==> config.mk <==
export PLATFORM = sky130hd
export DESIGN_NAME = ws2812_tx
export DESIGN_NICKNAME = d
export VERILOG_FILES = /design/src/rtl/ws2812_tx.sv
export SDC_FILE = /design/constraint.sdc
export NUM_CORES = 1
export LEC_CHECK = 0
export CAP_MARGIN = 20
export CORE_ASPECT_RATIO = 1.1
export CORE_UTILIZATION = 57
export DETAILED_ROUTE_END_ITERATION = 8
export GPL_TIMING_DRIVEN = 0
export PLACE_DENSITY = 0.87
export RECOVER_POWER = 25
export SKIP_CTS_REPAIR_TIMING = 1
export SKIP_LAST_GASP = 1
export SLEW_MARGIN = 30
export SYNTH_ARGS = -nofsm -noshare
export SYNTH_HDL_FRONTEND = slang
export SYNTH_SLANG_ARGS = --single-unit
==> constraint.sdc <==
create_clock -name clk -period 2.2 [get_ports clk]
set_input_delay 0.33 -clock clk [delete_from_list [all_inputs] [get_ports clk]]
set_output_delay 0.33 -clock clk [all_outputs]
set_load 0.02 [all_outputs]
==> src/rtl/ws2812_tx.sv <==
// ws2812_tx: single-wire serial transmitter for a WS2812-class LED chain.
// A frame is a low reset period, NUM_LEDS 24-bit pixels sent MSB first with
// parameterised high/low bit timing, and a low latch period. Pixels arrive
// through a one-entry holding register; a missing pixel ends the frame early
// and raises a sticky underrun flag.
module ws2812_tx #(
  parameter int NUM_LEDS = 36,
  parameter int T0H      = 36,
  parameter int T0L      = 80,
  parameter int T1H      = 70,
  parameter int T1L      = 60,
  parameter int TRST     = 5000,
  parameter int CNT_W    = 16
) (
  input  logic        clk,
  input  logic        reset,
  input  logic        start,
  input  logic [23:0] pix_data,
  input  logic        pix_valid,
  output logic        pix_ready,
  output logic        dout,
  output logic        busy,
  output logic        done,
  output logic        underrun,
  output logic [7:0]  frame_cnt
);

  // Pixel counter only has to reach NUM_LEDS-1.
  localparam int PIX_W = (NUM_LEDS > 1) ? $clog2(NUM_LEDS) : 1;

  // Timer load values: a phase of N cycles counts N-1 down to 0.
  localparam logic [CNT_W-1:0] TRST_LD  = CNT_W'(TRST - 1);
  localparam logic [CNT_W-1:0] T0H_LD   = CNT_W'(T0H - 1);
  localparam logic [CNT_W-1:0] T0L_LD   = CNT_W'(T0L - 1);
  localparam logic [CNT_W-1:0] T1H_LD   = CNT_W'(T1H - 1);
  localparam logic [CNT_W-1:0] T1L_LD   = CNT_W'(T1L - 1);
  localparam logic [CNT_W-1:0] TMR_ONE  = CNT_W'(1);
  localparam logic [CNT_W-1:0] TMR_ZERO = CNT_W'(0);
  localparam logic [PIX_W-1:0] LAST_PIX = PIX_W'(NUM_LEDS - 1);
  localparam logic [PIX_W-1:0] PIX_ONE  = PIX_W'(1);
  localparam logic [PIX_W-1:0] PIX_ZERO = PIX_W'(0);

  typedef enum logic [2:0] {
    S_IDLE  = 3'd0,
    S_RST   = 3'd1,
    S_HIGH  = 3'd2,
    S_LOW   = 3'd3,
    S_LATCH = 3'd4
  } state_e;

  // High-phase timer load for the bit about to be sent.
  function automatic logic [CNT_W-1:0] high_len(input logic b);
    if (b) begin
      high_len = T1H_LD;
    end else begin
      high_len = T0H_LD;
    end
  endfunction

  // Low-phase timer load for the bit currently being sent.
  function automatic logic [CNT_W-1:0] low_len(input logic b);
    if (b) begin
      low_len = T1L_LD;
    end else begin
      low_len = T0L_LD;
    end
  endfunction

  state_e             state_q, state_d;
  logic [CNT_W-1:0]   timer_q, timer_d;
  logic [23:0]        shift_q, shift_d;
  logic [4:0]         bit_idx_q, bit_idx_d;
  logic [PIX_W-1:0]   pix_cnt_q, pix_cnt_d;
  logic [23:0]        hold_q, hold_d;
  logic               hold_full_q, hold_full_d;
  logic               pix_ready_q, pix_ready_d;
  logic               dout_q, dout_d;
  logic               busy_q, busy_d;
  logic               done_q, done_d;
  logic               underrun_q, underrun_d;
  logic [7:0]         frame_cnt_q, frame_cnt_d;
  logic               load_s;
  logic               accept_s;
  logic               timer_zero_s;

  // Frame sequencer: phase timing, bit/pixel stepping and frame bookkeeping.
  always_comb begin
    state_d      = state_q;
    timer_d      = timer_q;
    shift_d      = shift_q;
    bit_idx_d    = bit_idx_q;
    pix_cnt_d    = pix_cnt_q;
    underrun_d   = underrun_q;
    frame_cnt_d  = frame_cnt_q;
    done_d       = 1'b0;
    load_s       = 1'b0;
    timer_zero_s = (timer_q == TMR_ZERO);

    case (state_q)
      S_IDLE: begin
        if (start) begin
          state_d = S_RST;
          timer_d = TRST_LD;
        end else begin
          state_d = S_IDLE;
        end
      end

      S_RST: begin
        if (!timer_zero_s) begin
          timer_d = timer_q - TMR_ONE;
        end else if (hold_full_q) begin
          load_s    = 1'b1;
          shift_d   = hold_q;
          pix_cnt_d = PIX_ZERO;
          bit_idx_d = 5'd23;
          state_d   = S_HIGH;
          timer_d   = high_len(hold_q[23]);
        end else begin
          underrun_d = 1'b1;
          state_d    = S_LATCH;
          timer_d    = TRST_LD;
        end
      end

      S_HIGH: begin
        if (!timer_zero_s) begin
          timer_d = timer_q - TMR_ONE;
        end else begin
          state_d = S_LOW;
          timer_d = low_len(shift_q[23]);
        end
      end

      S_LOW: begin
        if (!timer_zero_s) begin
          timer_d = timer_q - TMR_ONE;
        end else if (bit_idx_q != 5'd0) begin
          // Next bit of the same pixel; the shifter keeps the current bit at [23].
          bit_idx_d = bit_idx_q - 5'd1;
          shift_d   = {shift_q[22:0], 1'b0};
          state_d   = S_HIGH;
          timer_d   = high_len(shift_q[22]);
        end else if (pix_cnt_q < LAST_PIX) begin
          if (hold_full_q) begin
            load_s    = 1'b1;
            shift_d   = hold_q;
            pix_cnt_d = pix_cnt_q + PIX_ONE;
            bit_idx_d = 5'd23;
            state_d   = S_HIGH;
            timer_d   = high_len(hold_q[23]);
          end else begin
            // Starved mid-frame: skip the rest of the pixels and latch.
            underrun_d = 1'b1;
            state_d    = S_LATCH;
            timer_d    = TRST_LD;
          end
        end else begin
          state_d = S_LATCH;
          timer_d = TRST_LD;
        end
      end

      S_LATCH: begin
        if (!timer_zero_s) begin
          timer_d = timer_q - TMR_ONE;
        end else begin
          state_d     = S_IDLE;
          done_d      = 1'b1;
          frame_cnt_d = frame_cnt_q + 8'd1;
        end
      end

      default: begin
        state_d = S_IDLE;
        timer_d = TMR_ZERO;
      end
    endcase
  end

  // Holding register: accept when empty, free when loaded into the shifter.
  always_comb begin
    hold_d      = hold_q;
    hold_full_d = hold_full_q;
    accept_s    = pix_valid & pix_ready_q;
    if (accept_s) begin
      hold_d      = pix_data;
      hold_full_d = 1'b1;
    end else if (load_s) begin
      hold_full_d = 1'b0;
    end else begin
      hold_full_d = hold_full_q;
    end
  end

  // Output pre-decode from the next state so the registered outputs line up with the state.
  always_comb begin
    dout_d      = (state_d == S_HIGH);
    busy_d      = (state_d != S_IDLE);
    pix_ready_d = ~hold_full_d;
  end

  // State and output registers with synchronous reset.
  always_ff @(posedge clk) begin
    if (reset) begin
      state_q     <= S_IDLE;
      timer_q     <= TMR_ZERO;
      shift_q     <= 24'd0;
      bit_idx_q   <= 5'd0;
      pix_cnt_q   <= PIX_ZERO;
      hold_q      <= 24'd0;
      hold_full_q <= 1'b0;
      pix_ready_q <= 1'b1;
      dout_q      <= 1'b0;
      busy_q      <= 1'b0;
      done_q      <= 1'b0;
      underrun_q  <= 1'b0;
      frame_cnt_q <= 8'd0;
    end else begin
      state_q     <= state_d;
      timer_q     <= timer_d;
      shift_q     <= shift_d;
      bit_idx_q   <= bit_idx_d;
      pix_cnt_q   <= pix_cnt_d;
      hold_q      <= hold_d;
      hold_full_q <= hold_full_d;
      pix_ready_q <= pix_ready_d;
      dout_q      <= dout_d;
      busy_q      <= busy_d;
      done_q      <= done_d;
      underrun_q  <= underrun_d;
      frame_cnt_q <= frame_cnt_d;
    end
  end

  assign pix_ready = pix_ready_q;
  assign dout      = dout_q;
  assign busy      = busy_q;
  assign done      = done_q;
  assign underrun  = underrun_q;
  assign frame_cnt = frame_cnt_q;

endmodule

==> results of run 1 <==
-- metal layers --
layer	part of all wire	vias up
li1	-	2110
met1	0.41	2006
met2	0.50	183
met3	0.062	35
met4	0.029	0
met5	0	-
-- worst max path at each step --
| stage | cells past startpoint | end | slack (ns) | startpoint |
|---|---|---|---|---|
| floorplan | 9 | timer_q[14]$_SDFFE_PP0P_ | 0.15 | timer_q[0]$_SDFFE_PP0P_ |
| global placement | 10 | timer_q[5]$_SDFFE_PP0P_ | -0.12 | timer_q[0]$_SDFFE_PP0P_ |
| detailed placement | 10 | timer_q[5]$_SDFFE_PP0P_ | -0.18 | timer_q[0]$_SDFFE_PP0P_ |
| CTS | 10 | timer_q[5]$_SDFFE_PP0P_ | -0.21 | timer_q[0]$_SDFFE_PP0P_ |
| global route | 8 | shift_q[17]$_SDFFE_PP0P_ | -0.11 | pix_cnt_q[0]$_SDFFE_PP0P_ |
| finish | 10 | timer_q[5]$_SDFFE_PP0P_ | -0.03 | timer_q[0]$_SDFFE_PP0P_ |
-- power by group through the flow --
stage / sequential, mW / combinational (mW) / clock, mW
after floorplan: 1.87 / 0.558 / 0
after global placement: 1.88 / 0.745 / 0
after detailed placement: 1.89 / 0.765 / 0
after CTS: 1.85 / 0.772 / 1.23
after global routing: 1.89 / 1.00 / 1.32
final: 1.88 / 0.913 / 1.23
-- synthesized netlist by cell type, drive strengths merged, types with 8 or more instances --
library cell,count
nor2,58
nand4,11
a21oi,54
nor3,20
o21ai,23
nand2,133
a311oi,24
xor2,11
clkbuf,20
buf,14
dfxtp,92
nand3,8
inv,10
-- area by class of cell --
type                            count  area, um^2
Multi-Input combinational cell    428        2520
Fill cell                         559        2040
Buffer                             34         188
Clock buffer                        9         124
Inverter                           10        40.0
Clock inverter                      7        93.8
Tap cell                          105         131
Timing Repair Buffer               50         483
Sequential cell                    92        1850
-- registers in the layout, indices dropped and copies added, names as in the netlist --
signal	count
state_q	3
dout	1
pix_ready	1
timer_q	16
busy	1
hold_full_q	1
bit_idx_q	5
hold_q	24
underrun	1
shift_q	24
done	1
pix_cnt_q	6
frame_cnt	8
-- per-stage QoR --
stage                     area [um^2]  power, mW  utilization  setup slack, ns
after detailed placement         4930       2.66        0.660           -0.185
after global placement           4930       2.63        0.660           -0.122
after CTS                        5150       3.85        0.689           -0.210
after global routing             5430       4.21        0.727           -0.111
final                            5430       4.02        0.727          -0.0328
after floorplan                  4410       2.43            -            0.150
-- worst max-delay path: cells and delay by family (launching register included) --
| family | cells | cell delay (ns) |
|---|---|---|
| AO/OA/AOI/OAI | 4 | 0.73 |
| AND/OR/NAND/NOR | 2 | 0.51 |
| flip-flops | 1 | 0.37 |
| buffers and inverters | 3 | 0.37 |
| adder cells (fa/ha/maj) | 1 | 0.14 |
-- logic make-up (layout without fill, tap and decap cells) --
kind of cell             after synthesis  after routing  synth area share
AO/OA/AOI/OAI                        135            135             0.207
buffers and inverters                 44            110            0.0457
adder cells (fa/ha/maj)                6              6            0.0170
XOR/XNOR                              17             17            0.0337
flip-flops                            92             92             0.417
AND/OR/NAND/NOR                      269            270             0.279
==> out/results.tsv, run 1 <==
stage	metric	value	unit
clock_network	# clock sinks	92	
sta	worst hold slack	0.418	ns
clock_network	clock buffer depth	2	
finish	n_diodes	0	
sta	fin crit period	2.23	ns
sta	Peak Freq	448	MHz
synthesis	sequential-to-total area share from yosys stat	0.417	
sta	fin worst setup slack	-0.0328	ns
critical_path	worst path required time	2.46	ns
global_routing	Overflow after GRT	0	
sta	max-slew violation count	0	
finish	commonest non-fill, non-tap cell in the layout	nand2_1	
synthesis	Main synth FF type	dfxtp_1	
finish	P&R area growth vs syn	23.1	%
detailed_routing	vias after detailed routing	4334	
sta	final setup fails	2	
power	Reg power frac	0.466	
synthesis	post-synth top area cell	dfxtp_1	
global_routing	Tot GR Track Use	0.278	
status	violated checks	negative setup slack	
synthesis	Ys Warns	0	
place	dpl cells	707	
power	switching share of power	0.327	
critical_path	reg2reg end	timer_q[5]$_SDFFE_PP0P_	
synthesis	post-synthesis cell area	4410	um^2
global_routing	met1 global-route usage	0.347	
sta	Worst Clk Skew	0.00833	ns
detailed_routing	post-route ant nets	0	
sta	RSZ-0062 raised after global routing	true	
synthesis	number of synthesized flops with an enable pin	0	
finish	Layout Cells excl Fill	735	
synthesis	Synth area leaders	dfxtp_1, nand2_1, a21oi_1, nor2_1, a311oi_1	
status	status	complete, but fails checks	
synthesis	Yosys top cell area share	0.417	
floorplan	Site Rows	33	
power	Clock Power Share	0.307	
power	VDD IR max	0.000450	V
global_routing	pin count of the biggest net entering global routing	19	
critical_path	cell mode on critical path	buf_6	
critical_path	Setup crit end kind	register	
finish	post-layout net count	659	
detailed_routing	TritonRoute pass-1 iters	5	
clock_network	CTS buffer count	9	
synthesis	register bit total from synthesis	92	
critical_path	Crit Path Category	register to register	
critical_path	Worst R2R Start	timer_q[0]$_SDFFE_PP0P_	
min_path	min-delay worst type	input pin to register	
critical_path	CP arrival	2.50	ns
global_routing	vias in the first global route	3946	
clock_network	Clock transition at path regs	0.10	ns
synthesis	cells after synthesis	563	
floorplan	IO Pins	41	
synthesis	Synthesized Nets	597	
place	port bufs	39	
sta	Relative slew margins	0.606	
global_routing	busiest grt layer	met2	
synthesis	Mean Syn Cell Area	7.84	um^2
clock_network	Worst-Skew Late Latency	0.37	ns
synthesis	Distinct cells, synth	58	
flow_run	Max Cap Viol	0	
global_routing	routing usage on met3	0.0413	
sta	setup_tns	-0.0422	ns
finish	layout cells sized above 1	0.130	
sta	final hold vios	0	
place	DPL Wire Length	7690	um
min_path	hold wc startpoint	reset	
critical_path	slowest stage cell, crit path	dfxtp_4	
place	Placer Congestion	0.889	
min_path	WHS Endpoint	busy$_SDFF_PP0_	
critical_path	Setup crit start kind	register	
critical_path	Worst Reg-to-Reg Cells	10	
detailed_routing	Iter 0 DRT Violations	275	
power	logic gate share of total power	0.227	
critical_path	Critical Path Max Stage Delay	0.37	ns
clock_network	CTS tree	yes	
global_routing	first-pass GRT wire length	17900	um
power	Power Dens Cells	741	nW/um^2
synthesis	ys async rst share	0	
critical_path	R2R Setup Slk	-0.03	ns
global_routing	GRT met2 Usage	0.478	
floorplan	Starting Density	0.590	
power	P_int	2.71	mW
detailed_routing	Avg Vias per Cell	5.90	
detailed_routing	DRT Wirelength	11300	um
detailed_routing	WL/cell	15.4	um
min_path	Hold Path Cell Cnt	2	
detailed_routing	drc violations	0	
clock_network	H-tree Lvls	3	
floorplan	die area	8100	um^2
clock_network	Root Buffer	clkbuf_8	
power	cell leakage power	1.93	nW
power	Psw	1.31	mW
sta	final worst-path cycle share	1.01	
floorplan	DIE HEIGHT	94.3	um
floorplan	CORE AREA	7470	um^2
sta	measured slew at the worst slew-check pin	0.591	ns
critical_path	crit-path max FO	10	
floorplan	die width	85.9	um
finish	most frequent cells in the layout	nand2_1, dfxtp_1, nor2_1	
global_routing	antenna violations before repair	0	
critical_path	worst-path cell chain	inv_2 -> ha_4 -> nor4b_4 -> and4_4 -> buf_6 -> buf_6 -> o21ai_0 -> a31oi_1 -> o22ai_1 -> a32o_1	
Note: power is estimated with default switching activity, not from simulation.
==> run 2, diff against run 1 <==
--- a/config.mk
+++ b/config.mk
@@ -7,10 +7,11 @@
 export LEC_CHECK = 0
 export CAP_MARGIN = 20
 export CORE_ASPECT_RATIO = 1.1
-export CORE_UTILIZATION = 57
+export CORE_UTILIZATION = 59
+export CTS_BUF_LIST = sky130_fd_sc_hd__clkbuf_8
 export DETAILED_ROUTE_END_ITERATION = 8
 export GPL_TIMING_DRIVEN = 0
-export PLACE_DENSITY = 0.87
+export PLACE_DENSITY = 0.9
 export RECOVER_POWER = 25
 export SKIP_CTS_REPAIR_TIMING = 1
 export SKIP_LAST_GASP = 1
==> constraint.sdc (replaced) <==
create_clock -name clk -period 2.3 [get_ports clk]
set_input_delay 0.345 -clock clk [delete_from_list [all_inputs] [get_ports clk]]
set_output_delay 0.345 -clock clk [all_outputs]
set_load 0.02 [all_outputs]
==> out/results.tsv, run 2 (synthesis results as in run 1) <==
stage	metric	value	unit
floorplan	IO Pins	41	
finish	layout cells sized above 1	0.0968	
clock_network	Clock transition at path regs	0.10	ns
sta	final hold vios	0	
critical_path	Setup crit end kind	register	
sta	final setup fails	0	
finish	fin util	0.734	
clock_network	H-tree Lvls	3	
floorplan	DIE HEIGHT	92.7	um
detailed_routing	drc violations	0	
global_routing	Tot GR Track Use	0.297	
sta	Worst Clk Skew	0.0111	ns
power	Power Dens Cells	716	nW/um^2
finish	Regs by FF count	hold_q: 24 flops, shift_q: 24 flops, timer_q: 16 flops	
min_path	hold wc startpoint	reset	
place	port bufs	39	
power	VDD IR max	0.000496	V
finish	FF/Latch Area	1850	um^2
detailed_routing	Avg Vias per Cell	6.24	
finish	most frequent cells in the layout	nand2_1, dfxtp_1, nor2_1	
status	status	complete, no violations	
critical_path	Worst R2R Start	timer_q[2]$_SDFFE_PP0P_	
sta	measured slew at the worst slew-check pin	0.570	ns
floorplan	Starting Density	0.619	
sta	worst hold slack	0.446	ns
clock_network	CTS buffer count	9	
sta	RSZ-0062 raised after global routing	true	
sta	Peak Freq	441	MHz
finish	n_diodes	0	
sta	Relative slew margins	0.620	
critical_path	CP arrival	2.55	ns
critical_path	R2R Setup Slk	0.03	ns
floorplan	die width	84.5	um
sta	fin worst setup slack	0.0322	ns
sta	max-slew violation count	0	
clock_network	CTS tree	yes	
detailed_routing	vias after detailed routing	4397	
global_routing	Overflow after GRT	0	
critical_path	crit-path max FO	9	
finish	P&R area growth vs syn	18.6	%
flow_run	Max Cap Viol	0	
critical_path	Crit Path Category	register to register	
place	DPL Wire Length	7770	um
place	Placer Congestion	0.913	
clock_network	clock buffer depth	2	
detailed_routing	DRT Wirelength	11100	um
min_path	min-delay worst type	input pin to register	
clock_network	Root Buffer	clkbuf_8	
global_routing	antenna violations before repair	0	
finish	Filler cells	534	
place	pre-CTS setup slack	-0.0670	ns
sta	fin crit period	2.27	ns
finish	commonest non-fill, non-tap cell in the layout	nand2_1	
detailed_routing	TritonRoute pass-1 iters	8	
finish	post-layout net count	649	
power	Tot Pwr	3.75	mW
sta	setup_tns	0	ns
sta	final worst-path cycle share	0.986	
detailed_routing	WL/cell	15.7	um
power	cell leakage power	1.85	nW
global_routing	vias in the first global route	4215	
floorplan	Site Rows	32	
floorplan	die area	7830	um^2
critical_path	Crit. Startpoint	timer_q[2]$_SDFFE_PP0P_	
clock_network	# clock sinks	92	
detailed_routing	post-route ant nets	0	
clock_network	Worst-Skew Late Latency	0.37	ns
finish	area of the multi-input gates	2440	um^2
critical_path	worst path required time	2.58	ns
critical_path	Setup crit start kind	register	
detailed_routing	Iter 0 DRT Violations	597	
global_routing	first-pass GRT wire length	18800	um
floorplan	CORE AREA	7130	um^2
global_routing	pin count of the biggest net entering global routing	17	
run 2: changes by cell type in the layout (fill, tap and decap cells not counted), moves of 2 or more:
| cell | delta |
|---|---|
| buf_4 | -7 |
| clkdlybuf4s50_1 | -2 |
| dlygate4sd3_1 | +2 |
| inv_1 | +2 |
| nor2_2 | -2 |
run 2: stage by stage:
stage | std cells | cell area [um^2]
floorplan | 563 | 4410
global route | 705 | 5230
detailed placement | 687 | 4910
finish | 705 | 5230
CTS | 703 | 5120
global placement | 687 | 4910
run 2: final cells by class:
type | count | share of cell area
repair buffers | 41 | 0.0798
clock buffers | 10 | 0.0263
flip-flops and latches | 92 | 0.353
clock inverters | 6 | 0.0134
plain buffers | 34 | 0.0344
well taps | 85 | 0.0203
inverters | 10 | 0.00717
multi-input cells | 427 | 0.466
run 2: where the power goes:
part           internal [mW]  switching, mW
Sequential              1.68          0.103
Clock                  0.541          0.607
Combinational          0.331          0.482
run 2: layer usage:
metal | up-vias | global-route usage | wire [um]
met5 | - | 0 | 0
met4 | 0 | 0.131 | 316
met2 | 209 | 0.529 | 5570
met3 | 41 | 0.0437 | 692
met1 | 2060 | 0.356 | 4500
li1 | 2087 | - | -
run 2: path summary, 6_finish.rpt:
kind | endpoint | cells past startpoint
worst min-delay path | busy$_SDFF_PP0_ | 2
worst max register to register | bit_idx_q[4]$_SDFFE_PP0P_ | 7
worst min register to register | hold_q[17]$_SDFFE_PP0P_ | 2
worst max-delay path | bit_idx_q[4]$_SDFFE_PP0P_ | 7
run 2: critical path, cell delays in order (launching register included):
cell	delay (ns)
dfxtp_1	0.41
nor4_2	0.43
and4_1	0.25
buf_4	0.19
nand2_2	0.11
a31oi_1	0.41
a21oi_1	0.12
a311oi_1	0.27
